===== src/rtl/issue_unit.sv =====
// issue_unit: pops instructions from the 8-entry instruction queue, decodes
// them and strobes them into the add/sub, mul/div or load/store reservation
// station group once that group has a free entry.
// Optional feature macro: ISSUE_COUNT_EN (issued-instruction counter on issueCnt).
module issue_unit #(
   parameter int CNT_W = 16
) (
   input  logic             CLK,
   input  logic             CLR,
   input  logic             qVazio,
   output logic             qRtr,
   input  logic [15:0]      qInstr,
   input  logic             rsAddFree,
   input  logic             rsMulFree,
   input  logic             rsLdFree,
   output logic             issueAdd,
   output logic             issueMul,
   output logic             issueLd,
   output logic [3:0]       issueOp,
   output logic [3:0]       issueRd,
   output logic [3:0]       issueRs,
   output logic [3:0]       issueRt,
   output logic             stall,
   output logic             illegal,
   output logic [CNT_W-1:0] issueCnt
);

   typedef enum logic [1:0] {
      IDLE = 2'd0,
      LOAD = 2'd1,
      DISP = 2'd2
   } state_t;

   state_t      r_state;
   logic [15:0] r_ir;

   logic w_is_add;
   logic w_is_mul;
   logic w_is_ld;
   logic w_is_nop;
   logic w_is_ill;
   logic w_ready;
   logic w_done;

   // Classify the opcode held in IR; only the targeted group's free flag matters.
   always_comb begin
      w_is_add = 1'b0;
      w_is_mul = 1'b0;
      w_is_ld  = 1'b0;
      w_is_nop = 1'b0;
      w_is_ill = 1'b0;
      case (r_ir[15:12])
         4'd0, 4'd1: w_is_add = 1'b1;
         4'd2, 4'd3: w_is_mul = 1'b1;
         4'd4, 4'd5: w_is_ld  = 1'b1;
         4'd15:      w_is_nop = 1'b1;
         default:    w_is_ill = 1'b1;
      endcase
      w_ready = (w_is_add & rsAddFree) | (w_is_mul & rsMulFree) |
                (w_is_ld & rsLdFree) | w_is_nop | w_is_ill;
   end

   // Handshake and strobe outputs derived from the current state and IR.
   always_comb begin
      w_done = 1'b0;
      if (r_state == DISP) begin
         w_done = w_ready;
      end else begin
         w_done = 1'b0;
      end
      qRtr     = ((r_state == IDLE) | w_done) & ~qVazio;
      issueAdd = w_done & w_is_add;
      issueMul = w_done & w_is_mul;
      issueLd  = w_done & w_is_ld;
      illegal  = w_done & w_is_ill;
      stall    = (r_state == DISP) & ~w_ready;
   end

   // Sequencer: fetch (IDLE), latch the popped word (LOAD), wait/issue (DISP).
   always_ff @(posedge CLK or posedge CLR) begin
      if (CLR) begin
         r_state <= IDLE;
         r_ir    <= 16'h0000;
      end else begin
         case (r_state)
            IDLE: begin
               if (!qVazio) begin
                  r_state <= LOAD;
               end else begin
                  r_state <= IDLE;
               end
            end
            LOAD: begin
               r_ir    <= qInstr;
               r_state <= DISP;
            end
            DISP: begin
               if (w_ready) begin
                  r_state <= qVazio ? IDLE : LOAD;
               end else begin
                  r_state <= DISP;
               end
            end
            default: begin
               r_state <= IDLE;
            end
         endcase
      end
   end

   // Field outputs come straight from IR, so they hold between instructions.
   assign issueOp = r_ir[15:12];
   assign issueRd = r_ir[11:8];
   assign issueRs = r_ir[7:4];
   assign issueRt = r_ir[3:0];

`ifdef ISSUE_COUNT_EN
   logic [CNT_W-1:0] r_cnt;
   logic             w_strobe;

   assign w_strobe = issueAdd | issueMul | issueLd;

   // Count real issues only; NOP and illegal never strobe, so never count.
   always_ff @(posedge CLK or posedge CLR) begin
      if (CLR) begin
         r_cnt <= '0;
      end else if (w_strobe) begin
         r_cnt <= r_cnt + {{(CNT_W-1){1'b0}}, 1'b1};
      end else begin
         r_cnt <= r_cnt;
      end
   end

   assign issueCnt = r_cnt;
`else
   assign issueCnt = '0;
`endif

endmodule


===== config.mk =====
export PLATFORM = sky130hd
export DESIGN_NAME = issue_unit
export DESIGN_NICKNAME = d
export VERILOG_FILES = /design/src/rtl/issue_unit.sv
export SDC_FILE = /design/constraint.sdc
export NUM_CORES = 1
export LEC_CHECK = 0
export ABC_AREA = 1
export CORE_MARGIN = 2
export CORE_UTILIZATION = 36
export DETAILED_ROUTE_END_ITERATION = 10
export GPL_TIMING_DRIVEN = 0
export PLACE_DENSITY = 0.86
export SYNTH_ARGS = -nofsm -noshare
export SYNTH_HDL_FRONTEND = slang
export SYNTH_SLANG_ARGS = --single-unit

===== constraint.sdc =====
create_clock -name CLK -period 1.5 [get_ports CLK]
set_input_delay 0.15 -clock CLK [delete_from_list [all_inputs] [get_ports CLK]]
set_output_delay 0.15 -clock CLK [all_outputs]
set_load 0.05 [all_outputs]

==> results of run 1 <==
[through the flow]
step	cell area (um2)	setup slack [ns]
after global placement	1530	-0.637
after detailed placement	1530	-0.658
after CTS	1610	-0.266
final	1640	-0.286
after global routing	1640	-0.370
after floorplan	1070	-0.0893
[path summary, 6_finish.rpt]
check	from	endpoint	slack, ns	depth (start not counted)
max in group asynchronous	CLR	r_ir[13]	0.79	2
hold / removal	CLR	r_ir[6]	0.24	2
hold reg to reg	r_ir[2]	r_ir[2]	0.51	1
setup / recovery	r_ir[15]	issueMul	-0.29	7
setup reg to reg	r_ir[14]	r_state[0]	0.24	5
min in group CLK	qInstr[13]	r_ir[13]	0.43	3
[sequential cells by signal, summed over array words and instances, names as in the netlist]
register / flops
r_ir: 16
r_state: 2
[per-layer routing]
layer	part of all wire	global-route usage	vias up
met5	0	0	-
met4	0	0.0418	0
met3	0.094	0.0375	0
met2	0.53	0.253	46
met1	0.38	0.162	363
li1	-	-	387
[cell families after synthesis]
family	Yosys count
AOI/OAI and AO/OA	4
buffers and inverters	25
DFF	18
muxes	15
other	1
and+or+nand+nor	22
[cells in the final DEF (no fill, tap or decap), types with 2 or more instances in the layout]
master and instances:
nand3_2 3, a21oi_1 2, nand4_1 2, clkbuf_4 3, mux2_2 8, nor3_4 3, mux2_4 7, inv_2 2
dfrtp_1 14, conb_1 16, clkbuf_2 2, inv_1 5, nor2_4 2, clkdlybuf4s50_1 21, nand2_2 3, dlygate4sd2_1 14
dfrtp_2 4, buf_6 6, buf_4 23, nor2_1 2, nand2_1 4
[area by class of cell]
class	count	area, um2
fillers	203	837
inverters	8	33.8
multi-input cells	57	469
well taps	30	37.5
plain buffers	17	131
repair buffers	51	477
clock buffers	4	36.3
flip-flops and latches	18	455
[synth_stat cells (all sizes together)]
library cell  number
nand3              3
mux2              15
a21oi              4
nor2               5
or2                1
conb               1
nand4              2
buf               17
inv                8
nor3               3
dfrtp             18
nand2              8
[critical path, cell delays in order, from the launching register on]
cell	delay, ns
dfrtp_2	0.48
nor2_4	0.18
nand3_2	0.09
nand2_2	0.09
nor2_4	0.07
buf_4	0.14
nor3_4	0.13
buf_6	0.18
[power breakdown]
part | total [mW] | switching [mW] | internal [mW]
Clock | 0.294 | 0.147 | 0.148
Combinational | 2.49 | 1.57 | 0.922
Sequential | 0.971 | 0.232 | 0.738
[repair_timing]
item | CTS | global route
pin swaps | 6 | 3
setup buffers | 3 | 5
resized for setup | 62 | 6
hold endpoints to repair | 0 | 0
setup endpoints to repair | 22 | 8
==> out/metrics.yaml, run 1 <==
sta:
  hold_ws_ns: 0.244
  postLayoutSetupSlackWorst_ns: -0.286
  period_share: 1.19
  finalSetupViolCount: 5
  final.min_clock_period_ns: 1.79
  max_freq_mhz: 560
  worstMarginPinSlew_ns: 0.662
  setup_tns_ns: -1.18
  rsz0062_at_grt: "yes"
  relSlewSlack: 0.558
  finalHoldViolations: 0
  skew_ns: 0.00210
  slew_violations: 0
synth:
  synthMuxAreaShare: 0.206
  synth-seq-cells: 18
  synth_top_family_by_area: "multiplexers"
  netlist_instances: 85
  synth_area_leaders: "dfrtp_1 (48%), buf_4 (13%), mux2_4 (11%)"
  ys_warn_count: 0
  synth_compound_area_frac: 0.0212
  ys_types: 18
  yosysTopAreaCell: "dfrtp_1"
  synth_area_um2: 946
  synth_fa_ha_area_frac: 0
  synth_xor_area_frac: 0
  yosysTopAreaCellShare: 0.476
  synth-simple-area-share: 0.122
  ys_seq_area_frac: 0.476
  avgSynthCellArea_um2: 11.1
place:
  place_hpwl_um: 1610
  io_buffers: 43
  place.gp.congestion: 0.704
  dp_cells: 173
run_status:
  violations: "setup timing"
  status: "complete, but fails checks"
floorplan:
  fp.coreArea_mm2: 0.00248
  ios: 60
  num_rows: 18
  die_h_um: 55.3
  dieArea_mm2: 0.00305
  start_util: 0.382
  die_x_um: 55.3
global_route:
  grt_usage: 0.141
  grt_pass1_wl_um: 3490
  antenna_found_initial: 0
  grt_pass1_vias: 790
  grt_max_degree: 19
  overflow: 0
clock_tree:
  cts_htree_levels: 1
  cts_root_buf: "clkbuf_4"
  insertion_delay_ns: 0.29
  hold_buffers: 0
  cts.sinks: 18
  clock_path_buffers: 2
  cts_tree: "yes"
  cts_made_buffers: 3
  clkSlewWorstSetupHoldPaths_ns: 0.10
worst_setup_path:
  cp_data_arrival_time_ns: 1.64
  endpoint_kind: "output port"
  required_ns: 1.35
  worst-path-max-fanout: 6
  crit_type: "flip-flop to output port"
  critPathLaunchType: "flip-flop"
power_and_ir_drop:
  p_per_area_mw_per_mm2: 2290
  power_mw: 3.76
  ir_drop_mv: 1.53
  leakagePower_nw: 0.818
detailed_routing:
  drcViolationCount: 0
  postRouteAntennaNets: 0
  drt_iter0_markers: 5
  wl_um: 2090
  drt-pass1-iter-count: 3
  wl_per_cell_um: 11.3
  via_per_inst: 4.30
  num_vias: 796
final_layout:
  num_antenna_cells: 0
  fin_util: 0.662
  syn2layout_area_growth_pct: 73.4
  drive_gt1_frac: 0.484
  instances_no_fill: 185
  finalNetCount: 178
run:
  max_cap_violations: 0
worst_hold_path:
  hold_path.class: "primary input to async pin"
(Power assumes the default switching activity.)
==> run 2: changes to the inputs <==
--- a/config.mk
+++ b/config.mk
@@ -7,10 +7,11 @@
 export LEC_CHECK = 0
 export ABC_AREA = 1
 export CORE_MARGIN = 2
-export CORE_UTILIZATION = 36
+export CORE_UTILIZATION = 60
 export DETAILED_ROUTE_END_ITERATION = 10
+export DONT_BUFFER_PORTS = 1
 export GPL_TIMING_DRIVEN = 0
-export PLACE_DENSITY = 0.86
+export PLACE_DENSITY = 0.83
 export SYNTH_ARGS = -nofsm -noshare
 export SYNTH_HDL_FRONTEND = slang
 export SYNTH_SLANG_ARGS = --single-unit
==> out/metrics.yaml, run 2 (synthesis gave the netlist of run 1 again) <==
clock_tree:
  cts_htree_levels: 1  # unchanged
  cts_tree: "yes"
  cts.sinks: 18  # unchanged
  cts_made_buffers: 3  # unchanged
  insertion_delay_ns: 0.28  # about the same
  cts_root_buf: "clkbuf_4"
  clock_path_buffers: 2  # unchanged
  clkSlewWorstSetupHoldPaths_ns: 0.10  # about the same
run_status:
  status: "complete, but fails checks"
  violations: "setup timing"
sta:
  period_share: 1.29  # +0.0994
  relSlewSlack: 0.578  # +0.0197
  final.min_clock_period_ns: 1.93  # +0.149 ns
  rsz0062_at_grt: "yes"
  finalSetupViolCount: 7  # +2
  worstMarginPinSlew_ns: 0.633  # -0.0295 ns
  postLayoutSetupSlackWorst_ns: -0.435  # -0.149 ns
  skew_ns: 0.00360  # +0.00149 ns
  finalHoldViolations: 0  # unchanged
  slew_violations: 0  # unchanged
  max_freq_mhz: 517  # -7.7%
global_route:
  grt_usage: 0.183  # +0.0418
  grt_pass1_vias: 575  # -27%
  overflow: 0  # unchanged
  grt_max_degree: 19  # unchanged
  grt_pass1_wl_um: 2570  # -26%
  antenna_found_initial: 0  # unchanged
floorplan:
  dieArea_mm2: 0.00191  # -37%
  start_util: 0.635  # +0.253
  fp.coreArea_mm2: 0.00149  # -40%
  num_rows: 14  # -4
  die_h_um: 43.7  # -21%
  die_x_um: 43.7  # -21%
  ios: 60  # unchanged
worst_setup_path:
  crit-reg2reg-launch: "r_ir[13]"
  cp_data_arrival_time_ns: 1.78  # +0.14 ns
  critPathBufInv: 1  # -1
  reg2reg_depth: 6  # +1
  reg2reg_slack_ns: -0.03  # -0.27 ns
  crit_type: "flip-flop to output port"
  max_stage_delay_ns: 0.61  # +0.13 ns
  cp_slowest_cell: "dfrtp_4"
  worst-path-max-fanout: 7  # +1
  path_cells: "nor2_4 -> buf_4 -> nand2_1 -> nor3_4"
  crit_family: "simple AND/OR/NAND/NOR gates"
  endpoint_kind: "output port"
  required_ns: 1.35  # about the same
  reg2reg_to: "r_state[1]"
  critPathLaunchType: "flip-flop"
final_layout:
  top_regs: "r_ir: 16 flops, r_state: 2 flops"
  num_antenna_cells: 0  # unchanged
  layout_common_cells: "buf_4 (18), conb_1 (16), dfrtp_1 (14)"
  final_common_cell: "buf_4"
  finalNetCount: 141  # -21%
  top_register: "r_ir"
  drive_gt1_frac: 0.525  # +0.0416
  largest_reg_flops: 16  # unchanged
  instances_no_fill: 134  # -28%
  syn2layout_area_growth_pct: 37.4
worst_hold_path:
  min_to: "r_ir[8]"
  hold_path.class: "primary input to flip-flop"
  min_path_cells: 1
  min_from: "qInstr[8]"
detailed_routing:
  via_per_inst: 4.99  # +16%
  wl_per_cell_um: 13.7  # +21%
  num_vias: 668  # -16%
  drcViolationCount: 0  # unchanged
  wl_um: 1830  # -12%
  drt_iter0_markers: 8  # +3
  drt-pass1-iter-count: 4  # +1
  postRouteAntennaNets: 0  # unchanged
place:
  place_hpwl_um: 1230  # -23%
  io_buffers: 0  # -100%
  place.gp.congestion: 0.672  # -4.5%
  dp_cells: 116  # -33%
run:
  max_cap_violations: 0  # unchanged
==> run 2: per-layer routing <==
metal,wire length [um],share of wire,GRT usage
met1,647,0.35,0.212
met2,948,0.52,0.318
met3,214,0.12,0.0500
met4,24,0.013,0.0727
met5,0,0,0
==> run 2: per-stage QoR <==
step | TNS, ns | instance area, um2 | util | setup WS [ns] | hold slack [ns]
6_report | -2.16 | 1300 | 0.873 | -0.435 | 0.00766
5_1_grt | -2.71 | 1300 | 0.873 | -0.521 | -0.00559
4_1_cts | -2.07 | 1180 | 0.791 | -0.431 | 0.00260
3_5_place_dp | -0.590 | 1090 | 0.729 | -0.191 | 0.162
3_3_place_gp | -0.386 | 1090 | 0.729 | -0.144 | 0.153
2_1_floorplan | -0.196 | 1070 | - | -0.0893 | 0.0884
==> run 2: layout make-up <==
type / count / area, um2
Timing Repair Buffer: 14 / 136
Sequential cell: 18 / 463
Clock buffer: 4 / 36.3
Tap cell: 16 / 20.0
Fill cell: 78 / 189
Multi-Input combinational cell: 57 / 479
Buffer: 17 / 131
Inverter: 8 / 33.8
==> run 2: repair_timing <==
item,4_1_cts,5_1_grt
hold endpoints to repair,18,10
pin swaps,7,3
endpoints found under the setup margin,6,7
hold buffers,1,10
resized for setup,11,3
buffers inserted,2,1
==> run 2: how the worst max path moves through the flow <==
stage,startpoint,end,slack [ns],cells past startpoint
after detailed placement,r_ir[13],stall,-0.19,6
final,r_ir[14],issueAdd,-0.43,4
after floorplan,r_ir[13],issueLd,-0.09,5
after CTS,r_ir[14],qRtr,-0.43,6
after global placement,r_ir[13],stall,-0.14,6
after global routing,r_ir[14],issueAdd,-0.52,4
Power of run 2 is left out: the tool's default activity adds up to more than one toggle a clock period on the data nets, which glitch-free logic cannot reach.
==> run 3: changes to the inputs <==
--- a/config.mk
+++ b/config.mk
@@ -6,6 +6,7 @@
 export NUM_CORES = 1
 export LEC_CHECK = 0
 export ABC_AREA = 1
+export CAP_MARGIN = 10
 export CORE_MARGIN = 2
 export CORE_UTILIZATION = 60
 export DETAILED_ROUTE_END_ITERATION = 10
==> results of run 3 <==
No change in the layout: final DEF, timing and power equal those of run 2.
Power of run 3 is left out for the same reason.
